--- config.mk ---
export PLATFORM = sky130hd
export DESIGN_NAME = dmem_port_arbiter
export DESIGN_NICKNAME = d
export VERILOG_FILES = /design/src/rtl/dmem_port_arbiter.sv
export SDC_FILE = /design/constraint.sdc
export NUM_CORES = 1
export LEC_CHECK = 0
export ABC_AREA = 1
export BUFFER_PORTS_ARGS = -buffer_cell sky130_fd_sc_hd__buf_2
export CORE_AREA = 2 2 122 124
export CTS_BUF_LIST = sky130_fd_sc_hd__clkbuf_4 sky130_fd_sc_hd__clkbuf_8
export CTS_CLUSTER_DIAMETER = 50
export DETAILED_ROUTE_END_ITERATION = 8
export DIE_AREA = 0 0 124 126
export SYNTH_ARGS = -nofsm -noshare
export SYNTH_HDL_FRONTEND = slang
export SYNTH_SLANG_ARGS = --single-unit
--- constraint.sdc ---
create_clock -name clk -period 2.8 [get_ports clk]
set_input_delay 0.84 -clock clk [delete_from_list [all_inputs] [get_ports clk]]
set_output_delay 0.84 -clock clk [all_outputs]
set_load 0.005 [all_outputs]
--- src/rtl/dmem_port_arbiter.sv ---
// Single data-RAM port shared by the CPU MEM stage (priority) and a DMA/loader requester.
// A consecutive-denial counter forces a DMA grant so the DMA cannot be starved.
module dmem_port_arbiter #(
  parameter int MAX_WAIT = 8,
  parameter int ADDR_W   = 32,
  parameter int DATA_W   = 32,
  localparam int CNT_W   = $clog2(MAX_WAIT + 1)
) (
  input  logic              clk,
  input  logic              rst,
  input  logic              cpu_req_valid,
  input  logic              cpu_we,
  input  logic [ADDR_W-1:0] cpu_addr,
  input  logic [DATA_W-1:0] cpu_wdata,
  input  logic [2:0]        cpu_funct3,
  output logic              cpu_stall,
  output logic              cpu_rvalid,
  output logic [DATA_W-1:0] cpu_rdata,
  input  logic              dma_req_valid,
  input  logic              dma_we,
  input  logic [ADDR_W-1:0] dma_addr,
  input  logic [DATA_W-1:0] dma_wdata,
  input  logic [2:0]        dma_funct3,
  output logic              dma_req_ready,
  output logic              dma_rvalid,
  output logic [DATA_W-1:0] dma_rdata,
  output logic [ADDR_W-1:0] ram_address,
  output logic [DATA_W-1:0] ram_writeData,
  output logic [2:0]        ram_funct3,
  output logic              ram_memRead,
  output logic              ram_memWrite,
  input  logic [DATA_W-1:0] ram_readData,
  output logic              dbgState,
  output logic [CNT_W-1:0]  dbgWaitCnt
);

  // Handshake: a DMA transfer happens in exactly the cycle where dma_req_valid and
  // dma_req_ready are both high; the CPU side has no ready, it is held off by cpu_stall.
  typedef enum logic {PRI_CPU = 1'b0, FORCE_DMA = 1'b1} arbStateT;

  localparam logic [CNT_W-1:0] MAX_CNT  = CNT_W'(MAX_WAIT);
  localparam logic [CNT_W-1:0] LAST_CNT = CNT_W'(MAX_WAIT - 1);

  arbStateT         state, nextState;
  logic [CNT_W-1:0] waitCnt, nextWaitCnt;
  logic             cpuGrant, dmaGrant;

  always_comb begin
    cpuGrant      = 1'b0;
    dmaGrant      = 1'b0;
    ram_address   = '0;
    ram_writeData = '0;
    ram_funct3    = '0;
    ram_memRead   = 1'b0;
    ram_memWrite  = 1'b0;
    nextState     = state;
    nextWaitCnt   = waitCnt;

    if (!rst) begin
      if (state == FORCE_DMA && dma_req_valid) dmaGrant = 1'b1;
      else if (cpu_req_valid)                  cpuGrant = 1'b1;
      else if (dma_req_valid)                  dmaGrant = 1'b1;
    end

    if (cpuGrant) begin
      ram_address   = cpu_addr;
      ram_writeData = cpu_wdata;
      ram_funct3    = cpu_funct3;
      ram_memRead   = ~cpu_we;
      ram_memWrite  = cpu_we;
    end else if (dmaGrant) begin
      ram_address   = dma_addr;
      ram_writeData = dma_wdata;
      ram_funct3    = dma_funct3;
      ram_memRead   = ~dma_we;
      ram_memWrite  = dma_we;
    end

    // Served or withdrawn DMA ends the wait; otherwise count the denial.
    if (dmaGrant || !dma_req_valid) begin
      nextWaitCnt = '0;
      nextState   = PRI_CPU;
    end else begin
      if (waitCnt != MAX_CNT) nextWaitCnt = waitCnt + CNT_W'(1);
      if (state == PRI_CPU && waitCnt == LAST_CNT) nextState = FORCE_DMA;
    end
  end

  assign cpu_stall     = cpu_req_valid & ~cpuGrant;
  assign dma_req_ready = dmaGrant;
  assign dbgState      = (state == FORCE_DMA);
  assign dbgWaitCnt    = waitCnt;

  always_ff @(posedge clk) begin
    if (rst) begin
      state      <= PRI_CPU;
      waitCnt    <= '0;
      cpu_rvalid <= 1'b0;
      dma_rvalid <= 1'b0;
      cpu_rdata  <= '0;
      dma_rdata  <= '0;
    end else begin
      state      <= nextState;
      waitCnt    <= nextWaitCnt;
      cpu_rvalid <= cpuGrant & ~cpu_we;
      dma_rvalid <= dmaGrant & ~dma_we;
      if (cpuGrant && !cpu_we) cpu_rdata <= ram_readData;
      if (dmaGrant && !dma_we) dma_rdata <= ram_readData;
    end
  end

endmodule

* After elaboration in Yosys (flattened, before gate mapping)
Cells that the tools add are included.
W data, S select, Z words.
** Storage, ports and cells
- Bits of input ports :: 172
- Flip-flop bits (word level) :: 71
- Output and inout port bits :: 142
- Logic and storage cells :: 42
** Operators by class
- Multiplexer cells :: 17
- Add/sub/neg operators :: 1
- Equality and inequality tests :: 2
- Bitwise operators :: 7
- Reduce and logical (&&, ||, !) cells :: 9
** Operators by type and width (count)
- $mux W32 :: 4
- $mux W1 :: 11
- $mux W3 :: 2
- $add A4 B1 Y4 const B :: 1
- $eq A4 B3 Y1 const B :: 1
- $logic_and A1 B1 Y1 :: 4
- $ne A4 B4 Y1 const B :: 1
- $not A1 Y1 :: 4
- $and A1 B1 Y1 :: 3
- $logic_not A1 Y1 :: 3
- $reduce_or A2 Y1 :: 1
- $logic_or A1 B1 Y1 :: 1

* Depth between registers and ports, before layout
Gate-level depths: netlist of the first run.
- Depth after elaboration :: 6
- Gate-level depth with buffers :: 8
- Gate-level depth less buffers :: 6

* Worst setup path before layout of the first run
OpenSTA, ideal clock, no wires.
- Path type :: input to output
- Start :: input port dma_req_valid
- End :: output port ram_address[10]
- Cell stages on the path :: 7
- Data arrival time :: 1640 ps
- Path buffers :: 2
- Data required time :: 1960 ps
- Slack :: 320 ps
- Cells stage by stage :: nand2_2 nand2_1 nor2_2 buf_4 buf_2 nand2_1 nand2_1
** On the way
- Longest elaborated chain between the ends :: 6
- Elaborated cells between the ends (all ways) :: 9
- Classes of those cells :: mux: 8; reduce/logical: 1
** RTL lines
- start: declaration :: RTL line 19 : input logic dma_req_valid,
- $mux W1 :: RTL line 62 : else if (dma_req_valid) dmaGrant = 1'b1;
- $mux W1 :: RTL line 61 : else if (cpu_req_valid) cpuGrant = 1'b1;
- $mux W1 :: RTL line 60 : if (state == FORCE_DMA && dma_req_valid) dmaGrant = 1'b1;
- $mux W1 :: RTL line 59 : if (!rst) begin
- $mux W32 :: RTL line 71 : end else if (dmaGrant) begin
- $mux W32 * :: RTL line 65 : if (cpuGrant) begin
- end: declaration :: RTL line 27 : output logic [ADDR_W-1:0] ram_address,
Every way passes the cells marked *; elsewhere a longest branch is shown, timed or not.

* Worst setup path in the final report of the first run
- Start :: input port dma_req_valid
- End :: output port ram_writeData[24]
** On the way
- Longest elaborated chain between the ends :: 6
- Elaborated cells between the ends (all ways) :: 9
- Classes of those cells :: mux: 8; reduce/logical: 1
** RTL lines
- $mux W1 :: RTL line 62
- $mux W1 :: RTL line 61
- $mux W1 :: RTL line 60
- $mux W1 :: RTL line 59
- $mux W32 :: RTL line 71
- $mux W32 * :: RTL line 65
- end: declaration :: RTL line 28 : output logic [DATA_W-1:0] ram_writeData,
Marks and branches as above.

==> out/metrics.cfg, run 1 <==
[status]
status=finished, final reports clean

[sta]
fmax_ghz=0.369
skew_ns=0.00700
period_needed_ns=2.71
setup_slack_ns=0.0868
slew_viol_final=0
post-route-period-util_pct=96.9
setup_viol=0
rsz0062_at_grt=yes
worst_pin_slew_ns=0.420
hold_viol=0
max_slew_margin_pct=72.0

[routing]
wire_per_inst_microns=14.4
drtIter0Drc=396
drc_errors=0
via_per_inst=4.33
vias=5479
firstDrtPassIters=5
antenna_left=0
drt-total-wl_microns=18200

[floorplanning]
die_h_microns=126
placementRows=44
pin_count=314
die_area_sq_um=15600
die_w_microns=124
core_area_sq_um=14300
floorplan.initialDensity_pct=30.2

[worst_setup_path]
timing_worst_setup_path_type=primary input to output pin
r2r_end=dma_rdata[19]$_SDFFE_PP0P_
cp_max_fo=25
cpPeakStageDelay_ns=0.21
arrival_ns=1.87
path_buf_inv=3
worstPathRequired_ns=1.96
path_delay_family=simple AND/OR/NAND/NOR gates
rr_worst_depth=8
crit_top_cell=nand2_1
worst_setup_path_end_kind=output pin
crit_chain=buf_2 -> nand2_2 -> nand2_1 -> nor2_4 -> buf_12 -> nand2_1 -> nand2_1 -> buf_2
r2r-start=dbgState$_SDFFE_PP0P_
start_kind=primary input
rrSetupSlack_ns=1.21
cp_slowest_cell=nor2_4

[synth]
synth_fa_ha_area_share_pct=0.578
synth_cell_types=20
synth_top_area_cell=dfxtp_1
synth-edff-count=0
ys_warn_count=0
synth_commonest_cells=nand2_1 (339), inv_1 (157), dfxtp_1 (71), nor2_1 (68), nand4_1 (65)
synth_compound_area_share_pct=0.463
synth-xor-area-share_pct=0.202
syn_inst=777
synth-seq-cells=71
synth_top_area_share_pct=32.8
synth-simple-area-share_pct=46.4
ys_top_cells_by_area=dfxtp_1 (33%), nand2_1 (29%), inv_1 (14%)
syn-cell-area_sq_um=4330
seq_area_frac_synth_pct=32.8
synth.mux.area_fraction_pct=0
postSynthAreaPerCell_sq_um=5.57
yosysMostFrequentCell=nand2_1
async_flop_share_pct=0
ys.flop_type=dfxtp_1
syn-num-nets=951
synth_top_family_by_area=simple AND/OR/NAND/NOR gates

[cells_and_area]
stdcell_count=1264
drive_above_1_share_pct=34.3
postLayoutCoreUtil_pct=44.3
num_antenna_cells=0
nets=1250
syn_to_final_growth_pct=46.5

[cts]
tritoncts=built
cts.clk_slew.worst_paths_ns=0.07
htreeDepth=3
cts_sinks=71
cts_root_buf=clkbuf_8
clockBufferDepth=2
cts_setup_buffers=0
numCtsBuffers=9
clkLatencyLatePin_ns=0.35
cts-hold-fix-buffers=0
ctsResizeCount=0

[global_routing]
overflow=0
grt_usage_pct=22.7
grt_antenna_before_repair=0
grt_pass1_wl_microns=26900
grt_start_max_net_pins=56
grt_pass1_vias=4919

[worst_hold_path]
min_to=dbgWaitCnt[3]$_SDFFE_PP0P_
hold_path.class=flop to flop
hold_path_depth=2
min_from=dbgWaitCnt[3]$_SDFFE_PP0P_

[place]
dp_hpwl_microns=13900
place_congestion=0.844
place_inst=1247
port_buffers=313
pre_cts_slack_ns=0.0246

[power_and_ir_drop]
ir_worst_vdd_mv=0.170
p_leak_nw=4.04
p_per_area_nw_per_um2=389
finalPower_mw=2.47

[flow_run]
maxCapViolCount=0

[routing by layer]
layer | global-route usage [%] | wire [microns] | vias up
met2 | 32.8 | 7530 | 250
met3 | 7.20 | 1710 | 19
li1 | - | - | 2867
met1 | 33.1 | 8770 | 2343
met4 | 4.49 | 209 | 0
met5 | 0 | 0 | -
[layout make-up]
type	instances	area, sq um
Clock buffer	11	139
Clock inverter	4	47.5
Fill cell	1601	7970
Inverter	172	648
Multi-Input combinational cell	490	2080
Sequential cell	71	1420
Tap cell	184	230
Timing Repair Buffer	332	1780
[worst register-to-register path: stages, from the launching register on]
cell and delay (ns):
dfxtp_1 0.37, inv_1 0.07, nand2_1 0.08, buf_4 0.34
nand3_2 0.15, buf_4 0.27, nand2_1 0.13, inv_2 0.03
nor2_1 0.10
[worst max path at each step]
stage	cells past startpoint	end	slack [ns]	start
after global routing	8	ram_writeData[6]	-0.009	dma_req_valid
after global placement	8	ram_writeData[23]	0.05	rst
after CTS	8	ram_writeData[22]	0.02	rst
after floorplan	7	ram_address[10]	0.32	dma_req_valid
final	8	ram_writeData[24]	0.09	dma_req_valid
after detailed placement	8	ram_writeData[22]	0.02	rst
[cells by family (layout without fill, tap and decap cells)]
| group | Yosys count | after routing |
|---|---|---|
| fa+ha+maj | 2 | 2 |
| simple gates | 483 | 483 |
| flops | 71 | 71 |
| compound gates | 4 | 4 |
| buf+inv | 216 | 519 |
| xor+xnor | 1 | 1 |
[through the flow]
stage               TNS (ns)  hold slack, ns  cell area [sq um]
global placement           0           0.479               6080
finish                     0           0.486               6340
detailed placement         0           0.473               6080
floorplan                  0           0.473               4330
CTS                        0           0.485               6270
global route        -0.00895           0.524               6340
[registers in the layout (all words and copies together) (netlist names)]
register and cells:
dbgWaitCnt 4, cpu_rvalid 1, dma_rdata 32, cpu_rdata 32, dma_rvalid 1, dbgState 1
[report_power, final]
group | switching (mW) | internal [mW] | total (mW)
combinational | 0.327 | 0.257 | 0.583
clock | 0.390 | 0.424 | 0.814
sequential | 0.0199 | 1.05 | 1.07
[layout by cell type, fill, tap and decap left out]
cell type     n
nand2_1     335
buf_2       313
inv_1       157
dfxtp_1      71
nor2_1       68
nand4_1      65
buf_4        14
inv_2        12
clkbuf_8      9
nand2_2       5
nand3_1       5
a21oi_1       3
nor2_4        2
clkinv_1      2
nand3_2       2
ha_1          2
clkinv_2      2
clkbuf_4      2
clkbuf_16     2
buf_12        2
inv_4         1
o21ai_0       1
nor2_2        1
xor2_1        1
clkinvlp_4    1
bufinv_16     1
buf_8         1
(Power assumes the default switching activity.)
==> run 2, diff against run 1 <==
RECOVER_POWER = 50   (was default)
==> out/metrics.cfg, run 2 (synthesis results as in run 1) <==
[place]
dpl_cell_area_sq_um=6080  ; unchanged
pre_cts_slack_ns=0.0246  ; unchanged
place_congestion=0.844  ; unchanged
dp_hpwl_microns=13900  ; unchanged
port_buffers=313  ; unchanged

[power_and_ir_drop]
p_int_mw=1.73  ; about the same
seqPwrFrac_pct=43.6  ; was 43.4%
p_leak_nw=3.84  ; was 4.04 nW
ir_worst_vdd_mv=0.181  ; was 0.170 mV
pwr-share-comb_pct=23.4  ; was 23.6%
p_per_area_nw_per_um2=393  ; was 389 nW/um^2
sw_frac_of_total_pct=29.9  ; was 29.8%
clock_power_share_pct=33.0  ; about the same
power.switching_uw=737  ; about the same

[routing]
via_per_inst=4.32  ; was 4.33
antenna_left=0  ; unchanged
drtIter0Drc=361  ; was 396
drc_errors=0  ; unchanged
vias=5466  ; was 5479
drt-total-wl_microns=18200  ; about the same
firstDrtPassIters=5  ; unchanged
wire_per_inst_microns=14.4  ; about the same

[worst_setup_path]
timing_worst_setup_path_type=primary input to output pin  ; unchanged
rrSetupSlack_ns=0.92  ; was 1.21 ns
cp_slowest_cell=nor2_4  ; unchanged
crit_top_cell=nand2_1  ; unchanged
worst_setup_path_end_kind=output pin  ; unchanged
crit_chain=buf_2 -> nand2_2 -> nand2_1 -> nor2_4 -> buf_12 -> nand2_1 -> nand2_1 -> buf_2  ; unchanged
cp_max_fo=25  ; unchanged
cpPeakStageDelay_ns=0.22  ; was 0.21 ns
worstPathRequired_ns=1.96  ; about the same
start_kind=primary input  ; unchanged
arrival_ns=1.88  ; was 1.87 ns

[sta]
max_slew_margin_pct=48.4  ; was 72.0%
skew_ns=0.00654  ; was 0.00700 ns
setup_viol=0  ; unchanged
whs_ns=0.486  ; about the same
post-route-period-util_pct=97.1  ; was 96.9%
period_needed_ns=2.72  ; was 2.71 ns
worst_pin_slew_ns=0.774  ; was 0.420 ns
rsz0062_at_grt=yes  ; unchanged
hold_viol=0  ; unchanged
slew_viol_final=0  ; unchanged
setup_slack_ns=0.0813  ; was 0.0868 ns
fmax_ghz=0.368  ; was 0.369 GHz

[floorplanning]
core_area_sq_um=14300  ; unchanged
die_area_sq_um=15600  ; unchanged
pin_count=314  ; unchanged
placementRows=44  ; unchanged
floorplan.initialDensity_pct=30.2  ; unchanged
die_w_microns=124  ; unchanged
die_h_microns=126  ; unchanged

[global_routing]
grt_antenna_before_repair=0  ; unchanged
overflow=0  ; unchanged
grt_usage_pct=22.7  ; unchanged
grt_start_max_net_pins=56  ; unchanged
grt_pass1_wl_microns=26900  ; unchanged
grt_pass1_vias=4919  ; unchanged

[cells_and_area]
syn_to_final_growth_pct=44.9  ; was 46.5%
final_area_sq_um=6270  ; was 6340 sq um
layout_commonest_cell=nand2_1  ; unchanged
area.sequential_sq_um=1420  ; unchanged
drive_above_1_share_pct=29.7  ; was 34.3%
multiInputGateArea_sq_um=2070  ; was 2080 sq um
nets=1250  ; unchanged
num_antenna_cells=0  ; unchanged
n_fill_cell=1625  ; was 1601
layout_common_cells=nand2_1 (335), buf_2 (265), inv_1 (157)  ; was nand2_1 (335), buf_2 (313), inv_1 (157)
postLayoutCoreUtil_pct=43.8  ; was 44.3%

[flow_run]
maxCapViolCount=0  ; unchanged

[cts]
tritoncts=built  ; unchanged
cts.clk_slew.worst_paths_ns=0.07  ; about the same
cts_root_buf=clkbuf_8  ; unchanged
numCtsBuffers=9  ; unchanged
cts_setup_buffers=0  ; unchanged
htreeDepth=3  ; unchanged
clockBufferDepth=2  ; unchanged
cts_sinks=71  ; unchanged
clkLatencyLatePin_ns=0.35  ; about the same

[worst_hold_path]
hold_path.class=flop to flop  ; unchanged

[status]
status=finished, final reports clean  ; unchanged

run 2: power groups by stage:
stage	logic, mW	clock network (mW)	registers (mW)
2_1_floorplan	0.260	0	1.10
6_report	0.577	0.812	1.07
3_5_place_dp	0.571	0	1.10
4_1_cts	0.574	0.842	1.07
3_3_place_gp	0.571	0	1.10
5_1_grt	0.651	0.882	1.08
run 2: per-stage QoR:
| stage | power (mW) | setup TNS (ns) | cells |
|---|---|---|---|
| 6_report | 2.46 | 0 | 1264 |
| 3_3_place_gp | 1.67 | 0 | 1247 |
| 5_1_grt | 2.61 | -0.00895 | 1264 |
| 3_5_place_dp | 1.67 | 0 | 1247 |
| 2_1_floorplan | 1.36 | 0 | 777 |
| 4_1_cts | 2.49 | 0 | 1262 |
run 2: area by class of cell:
type,count,share of cell area [%]
Clock buffer,11,2.21
Clock inverter,4,0.758
Inverter,172,10.3
Multi-Input combinational cell,490,33.1
Sequential cell,71,22.7
Tap cell,184,3.67
Timing Repair Buffer,332,27.3
run 2: worst paths after layout:
path,from,to,cells after the start
hold reg to reg,dbgWaitCnt[3]$_SDFFE_PP0P_,dbgWaitCnt[3]$_SDFFE_PP0P_,2
setup reg to reg,dbgState$_SDFFE_PP0P_,dma_rdata[19]$_SDFFE_PP0P_,8
setup / recovery,dma_req_valid,ram_writeData[24],8
hold / removal,dbgWaitCnt[3]$_SDFFE_PP0P_,dbgWaitCnt[3]$_SDFFE_PP0P_,2
run 2: worst max-delay path, delay by kind of cell:
| family | cells | cell delay (ns) |
|---|---|---|
| buf+inv | 3 | 0.46 |
| simple gates | 5 | 0.56 |
run 2: timing repair:
item	in CTS	in global routing
endpoints found under the hold margin	0	0
gates resized for setup	0	7
endpoints found under the setup margin	0	7
hold buffers	0	0
run 2: routing by layer:
metal	up-vias	track usage, %	wire length (microns)
met2	248	32.8	7500
li1	2873	-	-
met3	15	7.20	1700
met1	2330	33.1	8840
met5	-	0	0
met4	0	4.49	189
==> run 3, diff against run 2 <==
CORE_AREA = 2 2 124 126   (was 2 2 122 124)
DIE_AREA = 0 0 126 128   (was 0 0 124 126)
clock period = 2.18 ns   (was 2.8 ns; I/O delays follow)
==> out/metrics.cfg, run 3 (synthesis results as in run 1) <==
[global_routing]
grt_start_max_net_pins=43  ; was 56
grt_pass1_vias=5277  ; was 4919
grt_usage_pct=23.2  ; was 22.7%
grt_antenna_before_repair=4  ; was 0
overflow=0  ; unchanged
grt_pass1_wl_microns=28900  ; was 26900 microns

[cts]
htreeDepth=3  ; unchanged
cts_sinks=71  ; unchanged
numCtsBuffers=9  ; unchanged
clockBufferDepth=2  ; unchanged
clkLatencyLatePin_ns=0.36  ; was 0.35 ns
cts-hold-fix-buffers=0  ; unchanged
tritoncts=built  ; unchanged
cts_root_buf=clkbuf_8  ; unchanged
cts.clk_slew.worst_paths_ns=0.08  ; was 0.07 ns

[status]
violations=negative setup slack
status=complete, but fails checks  ; was finished, final reports clean

[floorplanning]
die_area_sq_um=16100  ; was 15600 sq um
placementRows=45  ; was 44
pin_count=314  ; unchanged
die_w_microns=126  ; was 124 microns
floorplan.initialDensity_pct=29.1  ; was 30.2%
die_h_microns=128  ; was 126 microns
core_area_sq_um=14900  ; was 14300 sq um

[power_and_ir_drop]
p_leak_nw=4.12  ; was 3.84 nW
ir_worst_vdd_mv=0.214  ; was 0.181 mV
p_per_area_nw_per_um2=489  ; was 393 nW/um^2

[cells_and_area]
nets=1267  ; was 1250
syn_to_final_growth_pct=58.3  ; was 44.9%
stdcell_count=1289  ; was 1264
drive_above_1_share_pct=36.1  ; was 29.7%
postLayoutCoreUtil_pct=46.1  ; was 43.8%
layout_commonest_cell=nand2_1  ; unchanged
layout_common_cells=nand2_1 (287), buf_2 (263), inv_1 (157)  ; was nand2_1 (335), buf_2 (265), inv_1 (157)

[routing]
vias=5620  ; was 5466
wire_per_inst_microns=14.9  ; was 14.4 microns
drtIter0Drc=326  ; was 361
via_per_inst=4.36  ; was 4.32
drc_errors=0  ; unchanged
drt-total-wl_microns=19200  ; was 18200 microns
firstDrtPassIters=4  ; was 5
antenna_left=0  ; unchanged

[sta]
skew_ns=0.00916  ; was 0.00654 ns
post-route-period-util_pct=108
whs_ns=0.487  ; was 0.486 ns
hold_viol=0  ; unchanged
period_needed_ns=2.35
setup_viol=70  ; was 0
setup_slack_ns=-0.169  ; was 0.0813 ns
max_slew_margin_pct=48.5  ; was 48.4%
fmax_ghz=0.426
rsz0062_at_grt=yes  ; unchanged
worst_pin_slew_ns=0.772  ; was 0.774 ns
slew_viol_final=0  ; unchanged

[worst_setup_path]
timing_worst_setup_path_type=primary input to output pin  ; unchanged
worstPathRequired_ns=1.53  ; was 1.96 ns
worst_setup_path_end_kind=output pin  ; unchanged
arrival_ns=1.69  ; was 1.88 ns
start_kind=primary input  ; unchanged
cp_max_fo=8  ; was 25

[worst_hold_path]
hold_path.class=flop to flop  ; unchanged

[place]
dp_hpwl_microns=13700  ; was 13900 microns
place_congestion=0.862  ; was 0.844
port_buffers=313  ; unchanged
place_inst=1254  ; was 1247

[flow_run]
maxCapViolCount=0  ; unchanged

[run 3: worst max-delay path, stage by stage]
cell and delay (ns):
buf_6 0.10, nand2_4 0.07, nand2_4 0.05, nor2_4 0.11, buf_12 0.12, buf_6 0.10, buf_12 0.11, buf_16 0.16
nand2_4 0.05, nand2_2 0.07, buf_6 0.09
[run 3: what timing repair did]
action / 4_1_cts / 5_1_grt
cloned: 6 / 2
setup endpoints to repair: 71 / 71
endpoints found under the hold margin: 0 / 0
pin swaps: 44 / 20
resized for setup: 58 / 33
setup buffers: 8 / 1
[run 3: where the power goes]
part | leakage (nW) | internal, mW | switching (mW) | total, mW
Clock | 0.107 | 0.573 | 0.539 | 1.11
Sequential | 0.580 | 1.35 | 0.0281 | 1.38
Combinational | 3.43 | 0.394 | 0.465 | 0.859
Total | 4.12 | 2.32 | 1.03 | 3.35
[run 3: final cells by class]
cell class | count | area (sq um)
multi-input combinational | 490 | 2260
sequential | 71 | 1430
clock buffer | 11 | 145
antenna | 3 | 7.51
timing repair buffer | 349 | 2070
inverter | 172 | 651
tap | 188 | 235
fill | 1663 | 8010
clock inverter | 5 | 57.6
[run 3: routing by layer]
layer | GRT usage, % | wire, microns
met5 | 0 | 13
met1 | 30.6 | 8890
met3 | 5.63 | 1300
met2 | 36.8 | 8620
met4 | 8.99 | 425
[run 3: metrics by stage]
stage / power (mW) / TNS (ns) / worst slack (ns) / instance area, sq um
6_report: 3.35 / -8.25 / -0.169 / 6850
5_1_grt: 3.55 / -12.74 / -0.226 / 6850
4_1_cts: 3.37 / -9.23 / -0.176 / 6740
3_5_place_dp: 2.15 / -7.65 / -0.250 / 6140
3_3_place_gp: 2.15 / -6.55 / -0.249 / 6140
2_1_floorplan: 1.75 / 0 / 0.0717 / 4330
[run 3: path summary, 6_finish.rpt]
path,from,to,slack (ns),depth (start not counted)
setup / recovery,dma_req_valid,ram_address[19],-0.17,11
hold / removal,dbgWaitCnt[3]$_SDFFE_PP0P_,dbgWaitCnt[3]$_SDFFE_PP0P_,0.49,2
setup reg to reg,dbgState$_SDFFE_PP0P_,cpu_rdata[18]$_SDFFE_PP0P_,0.35,7
hold reg to reg,dbgWaitCnt[3]$_SDFFE_PP0P_,dbgWaitCnt[3]$_SDFFE_PP0P_,0.49,2
